$ cat config.mk
export PLATFORM = sky130hd
export DESIGN_NAME = dtree_walk_engine
export DESIGN_NICKNAME = d
export VERILOG_FILES = /design/src/rtl/dtree_walk_engine.sv
export SDC_FILE = /design/constraint.sdc
export NUM_CORES = 2
export LEC_CHECK = 0
export CORE_AREA = 2 2 331 333
export DETAILED_ROUTE_END_ITERATION = 12
export DIE_AREA = 0 0 333 335
export PLACE_DENSITY_LB_ADDON = 0.05
export SYNTH_ARGS = -nofsm -noshare
export SYNTH_HDL_FRONTEND = slang
export SYNTH_SLANG_ARGS = --single-unit
$ cat constraint.sdc
create_clock -name clk -period 4.5 [get_ports clk]
set_clock_uncertainty 0.1 [all_clocks]
set_input_delay 0.675 -clock clk [delete_from_list [all_inputs] [get_ports clk]]
set_output_delay 0.675 -clock clk [all_outputs]
set_load 0.1 [all_outputs]
$ cat src/rtl/dtree_walk_engine.sv
// rtl/dtree_walk_engine.sv - programmable decision-tree walker, one node per clock
module dtree_walk_engine #(
  parameter int N_FEAT    = 51,
  parameter int FEAT_W    = 1,
  parameter int NODE_AW   = 6,
  parameter int CLASS_W   = 2,
  parameter int MAX_DEPTH = 16,
  parameter int FIDX_W    = $clog2(N_FEAT),
  localparam int NW       = 1 + FIDX_W + FEAT_W + 2*NODE_AW + CLASS_W,
  localparam int DEPTH_W  = $clog2(MAX_DEPTH+1)
) (
  input  logic                     clk,
  input  logic                     rst_n,
  input  logic                     cfg_we,
  input  logic [NODE_AW-1:0]       cfg_addr,
  input  logic [NW-1:0]            cfg_wdata,
  output logic                     cfg_ready,
  input  logic                     in_valid,
  output logic                     in_ready,
  input  logic [N_FEAT*FEAT_W-1:0] i,
  output logic                     out_valid,
  input  logic                     out_ready,
  output logic [CLASS_W-1:0]       out_class,
  output logic [DEPTH_W-1:0]       out_depth,
  output logic                     out_err
);

  localparam int N_NODES = 1 << NODE_AW;
  localparam logic [NW-1:0] NODE_RESET = {1'b1, {(NW-1){1'b0}}};

  typedef enum logic [1:0] {IDLE, WALK, DONE} state_t;

  state_t                  state, state_nxt;
  logic [NW-1:0]           node_tab [N_NODES];
  logic [N_FEAT*FEAT_W-1:0] feat_q;
  logic [NODE_AW-1:0]      node_q;
  logic [DEPTH_W-1:0]      depth_q;
  logic [CLASS_W-1:0]      cls_q;
  logic                    err_q;

  // Field decode of the node currently being visited
  logic [NW-1:0]      cur;
  logic               cur_leaf;
  logic [FIDX_W-1:0]  cur_fidx;
  logic [FEAT_W-1:0]  cur_thr;
  logic [NODE_AW-1:0] cur_left, cur_right;
  logic [CLASS_W-1:0] cur_cls;
  logic [FEAT_W-1:0]  feat_sel;
  logic               bad_fidx, depth_hit, walk_end;
  logic [NODE_AW-1:0] child;

  assign cur       = node_tab[node_q];
  assign cur_leaf  = cur[NW-1];
  assign cur_fidx  = cur[NW-2 -: FIDX_W];
  assign cur_thr   = cur[NW-2-FIDX_W -: FEAT_W];
  assign cur_left  = cur[2*NODE_AW+CLASS_W-1 -: NODE_AW];
  assign cur_right = cur[NODE_AW+CLASS_W-1 -: NODE_AW];
  assign cur_cls   = cur[CLASS_W-1:0];

  // Out-of-range indices select nothing; bad_fidx aborts the walk instead
  always_comb begin
    feat_sel = '0;
    for (int k = 0; k < N_FEAT; k++)
      if (cur_fidx == FIDX_W'(k)) feat_sel = feat_q[k*FEAT_W +: FEAT_W];
  end

  assign bad_fidx  = {1'b0, cur_fidx} >= (FIDX_W+1)'(N_FEAT);
  assign depth_hit = depth_q == DEPTH_W'(MAX_DEPTH);
  assign walk_end  = cur_leaf || bad_fidx || depth_hit;
  assign child     = (feat_sel > cur_thr) ? cur_right : cur_left;

  always_comb begin
    state_nxt = state;
    in_ready  = 1'b0;
    cfg_ready = 1'b0;
    case (state)
      IDLE: begin
        cfg_ready = 1'b1;
        in_ready  = !cfg_we;
        if (in_valid && !cfg_we) state_nxt = WALK;
      end
      WALK: if (walk_end) state_nxt = DONE;
      DONE: if (out_ready) state_nxt = IDLE;
      default: state_nxt = IDLE;
    endcase
  end

  always_ff @(posedge clk or negedge rst_n) begin
    if (!rst_n) state <= IDLE;
    else        state <= state_nxt;
  end

  always_ff @(posedge clk or negedge rst_n) begin
    if (!rst_n) begin
      for (int k = 0; k < N_NODES; k++) node_tab[k] <= NODE_RESET;
    end else if (state == IDLE && cfg_we) begin
      node_tab[cfg_addr] <= cfg_wdata;
    end
  end

  always_ff @(posedge clk or negedge rst_n) begin
    if (!rst_n) begin
      feat_q  <= '0;
      node_q  <= '0;
      depth_q <= '0;
      cls_q   <= '0;
      err_q   <= 1'b0;
    end else begin
      case (state)
        IDLE: if (in_valid && in_ready) begin
          feat_q  <= i;
          node_q  <= '0;
          depth_q <= '0;
        end
        WALK: begin
          if (cur_leaf) begin
            cls_q <= cur_cls;
            err_q <= 1'b0;
          end else if (bad_fidx || depth_hit) begin
            cls_q <= '0;
            err_q <= 1'b1;
          end else begin
            node_q  <= child;
            depth_q <= depth_q + 1'b1;
          end
        end
        default: ;
      endcase
    end
  end

  assign out_valid = (state == DONE);
  assign out_class = cls_q;
  assign out_depth = depth_q;
  assign out_err   = err_q;

endmodule

==> flow_summary.toml <==
[status]
status = "finished clean"

[placed_design]
place.gp.congestion = 0.867
io_buffer_count = 94
dpl.cell_count = 5607
dpl.hpwl_um = 108000
placement.cell_area_mm2 = 0.0704

[worst_setup_path]
critical_path_class = "register to register"
cp-start-kind = "register"
path_max_fanout = 31
crit_path_cell_trace = "buf_16 -> buf_12 -> mux4_2 -> mux4_2 -> nand2_1 -> nand3_1 -> o21ai_1 -> buf_4 -> nor2b_1 -> a32o_1 -> or3b_1 -> buf_4 -> or3_1 -> a21oi_1"
worst_path_largest_cell_delay_ns = 0.54
kind_of_end_point_of_the_critical_path = "register"
timing.critical_path.arrival_ns = 4.88
crit_path_top_delay_cell = "sky130_fd_sc_hd__mux4_2"
timing.critical_path.required_ns = 5.06

[clock_network]
clk-insertion-delay-late_ns = 0.77
cts_root_buffer = "sky130_fd_sc_hd__clkbuf_16"
htreeDepth = 4
cts_max_path_buffers = 3
tritoncts = "built"
total_clock_buffers_created_by_cts = 154
clkSinkCount = 1475
cts.clk_slew.worst_paths_ns = 0.06

[synthesis]
most_used_dff_post_synth = "sky130_fd_sc_hd__dfrtp_1"
synth.avg_cell_area_um2 = 15.7
synth_nets = 4388
synth_seq_cells = 1475
yosysWarningCount = 0
synth-seq-area-share_pct = 54.9
netlist_instances = 4302
async_reset_ff_share_pct = 100
post_synth_instance_area_mm2 = 0.0674
yosys.cell_types.count = 71
synth_enable_flop_cells = 0

[timing]
slew_viol_final = 0
slew_at_the_pin_closest_to_its_max_slew_limit_ns = 1.25
setup_repair_after_global_routing_missed_its_margin = "no"
hold_slack_ns = 0.300
fin_tns_setup_ns = 0
layout_worst_path_cycle_share_pct = 95.9
fin_crit_ns = 4.32
clock.fmax_mhz = 232
slew_headroom_pct = 16.6
setup-violations-final = 0
timing.final.hold_violations = 0

[drt]
detail_route.wl_per_cell_um = 29.7
route.vias.total = 38800
remaining_drc_errors = 0
firstDrtPassIters = 5
wl_um = 175000
antenna_violating_nets_post_route = 0
initialDrtViolationCount = 3152
viasPerCell = 6.57

[power]
power_per_standard_cell_area_mw_per_mm2 = 497
internal_power_uw = 27400
ir_drop_mv = 0.412
share_seq_of_total_power_pct = 45.2
power.switching_uw = 10200
leakage_uw = 0.0355
clock_network_fraction_of_total_power_pct = 34.8
swShare_pct = 27.2
combinational_group_share_of_total_power_pct = 20.0

[run]
timing.max_cap.violations = 0

[global_routing]
grt_max_degree = 139
grt_usage_pct = 32.3
initial_antenna_violation_count = 14
global_route_wire_length_before_repair_um = 266000
via_count_of_the_first_global_routing_pass = 40400
globalRouteOverflowTotal = 0

[floorplanning]
ioPinCount = 95
placeableCoreArea_mm2 = 0.108
die_h_um = 335
start_util_pct = 62.4
area_of_the_die_mm2 = 0.112
die_x_um = 333
fp-row-count = 121

[cells_and_area]
postLayoutCellArea_mm2 = 0.0758
fin_cells = 5898
post-route-util_pct = 70.1
area_growth_syn_to_layout_pct = 12.4
design.final.nets = 4441
final_layout_size_suffix_gt1_share_pct = 54.1

[worst_hold_path]
hold_class = "primary input to register"
-- layer usage --
layer | share of wire (%) | global-route usage (%) | up-vias | wire (µm)
li1 | - | - | 16100 | -
met1 | 44 | 46.6 | 21300 | 77000
met2 | 48 | 50.4 | 1048 | 83300
met3 | 5.7 | 6.29 | 298 | 10000
met4 | 2.8 | 10.2 | 14 | 4910
met5 | 0.10 | 0.608 | - | 178
-- power groups by stage --
stage | sequential, µW | clock (µW) | combinational, µW
after floorplan | 16900 | 0 | 5250
after global placement | 17100 | 0 | 7320
after detailed placement | 17200 | 0 | 7480
after CTS | 17000 | 13300 | 7520
after global routing | 17300 | 13900 | 8090
final | 17000 | 13100 | 7530
-- layout by cell type (no fill, tap or decap), types with 8 or more instances in the layout --
cell type,count
sky130_fd_sc_hd__mux2_2,1411
sky130_fd_sc_hd__dfrtp_1,1406
sky130_fd_sc_hd__mux4_2,430
sky130_fd_sc_hd__nand2_1,245
sky130_fd_sc_hd__buf_4,192
sky130_fd_sc_hd__clkbuf_16,163
sky130_fd_sc_hd__clkdlybuf4s50_1,70
sky130_fd_sc_hd__dfstp_2,64
sky130_fd_sc_hd__clkbuf_1,45
sky130_fd_sc_hd__clkbuf_8,44
sky130_fd_sc_hd__mux2i_1,38
sky130_fd_sc_hd__nand3_1,37
sky130_fd_sc_hd__buf_12,32
sky130_fd_sc_hd__nor2_1,22
sky130_fd_sc_hd__buf_2,22
sky130_fd_sc_hd__o21ai_0,19
sky130_fd_sc_hd__inv_1,17
sky130_fd_sc_hd__nor2b_1,16
sky130_fd_sc_hd__nor3_1,12
sky130_fd_sc_hd__clkinv_2,11
sky130_fd_sc_hd__bufinv_16,9
sky130_fd_sc_hd__nor2_2,8
sky130_fd_sc_hd__a31oi_1,8
sky130_fd_sc_hd__a32oi_1,8
-- path summary, 6_finish.rpt --
check | slack (ns) | from | to | depth (start not counted)
min in group asynchronous | 0.45 | rst_n | node_tab[1389]$_DFFE_PN0P_ | 2
max in group asynchronous | 2.47 | rst_n | node_tab[181]$_DFFE_PN0P_ | 3
worst min register to register | 0.38 | feat_q[6]$_DFFE_PN0P_ | feat_q[6]$_DFFE_PN0P_ | 2
worst max register to register | 0.18 | node_q[0]$_DFFE_PN0P_ | out_depth[3]$_DFFE_PN0P_ | 14
worst min-delay path | 0.30 | cfg_wdata[20] | node_tab[1054]$_DFFE_PN0P_ | 2
worst max-delay path | 0.18 | node_q[0]$_DFFE_PN0P_ | out_depth[3]$_DFFE_PN0P_ | 14
-- state kept, by name, summed over array words and instances, names as in the netlist --
signal / count
node_tab: 1408
feat_q: 51
node_q: 6
out_depth: 5
out_class: 2
state: 2
out_err: 1
-- layout make-up --
cell class / count / area [µm²]
inverters: 17 / 63.8
fillers: 7321 / 32300
clock buffers: 252 / 4850
multi-input cells: 2388 / 28700
repair buffers: 319 / 2960
flip-flops and latches: 1475 / 37000
well taps: 1414 / 1770
clock inverters: 29 / 415
diodes: 4 / 10.0
-- per-stage QoR --
| step | setup WS [ns] | total power (µW) |
|---|---|---|
| floorplan | 0.370 | 22100 |
| detailed placement | 0.156 | 24700 |
| global placement | 0.123 | 24400 |
| finish | 0.184 | 37700 |
| global route | 0.0207 | 39200 |
| CTS | 0.118 | 37800 |
-- kinds of logic (layout without fill, tap and decap cells) --
family                     Yosys count  in the layout  share of synthesized area, %
AOI/OAI and AO/OA                  102            102                          1.15
xor gates and xnor gates             2              2                        0.0260
adders and majority gates            2              2                        0.0371
buffers and inverters              439            617                          2.71
DFF                               1475           1475                          54.9
muxes                             1879           1879                          38.5
other                                0              4                             0
and+or+nand+nor                    403            403                          2.74
-- worst max-delay path: cells and delay by family, from the launching register on --
kind                   cells  cell delay, ns
and+or+nand+nor            5            1.09
muxes                      2            1.06
buffers and inverters      4            0.88
AOI/OAI and AO/OA          3            0.57
DFF                        1            0.45
-- synthesized netlist by cell type, drive strengths merged, types with 7 or more instances --
library cell     n  area, µm²
dfrtp         1411      35300
mux2          1411      15900
mux4           430       9680
nand2          246        923
clkbuf         228        856
buf            194        910
dfstp           64       1680
mux2i           38        380
nand3           37        185
nor2            35        139
o21ai           22        110
nor2b           20        125
inv             17       63.8
nor3            14       92.6
a31oi            8       50.1
a32oi            8       70.1
a2111o           7       78.8
a22o             7       61.3
a22oi            7       52.6
-- timing repair --
| action | CTS | global route |
|---|---|---|
| setup buffers | 0 | 5 |
| setup endpoints to repair | 0 | 6 |
| hold endpoints to repair | 109 | 0 |
| hold buffers | 1 | 0 |
| resized for setup | 0 | 4 |
No activity file was read; power rests on OpenSTA's default activity.
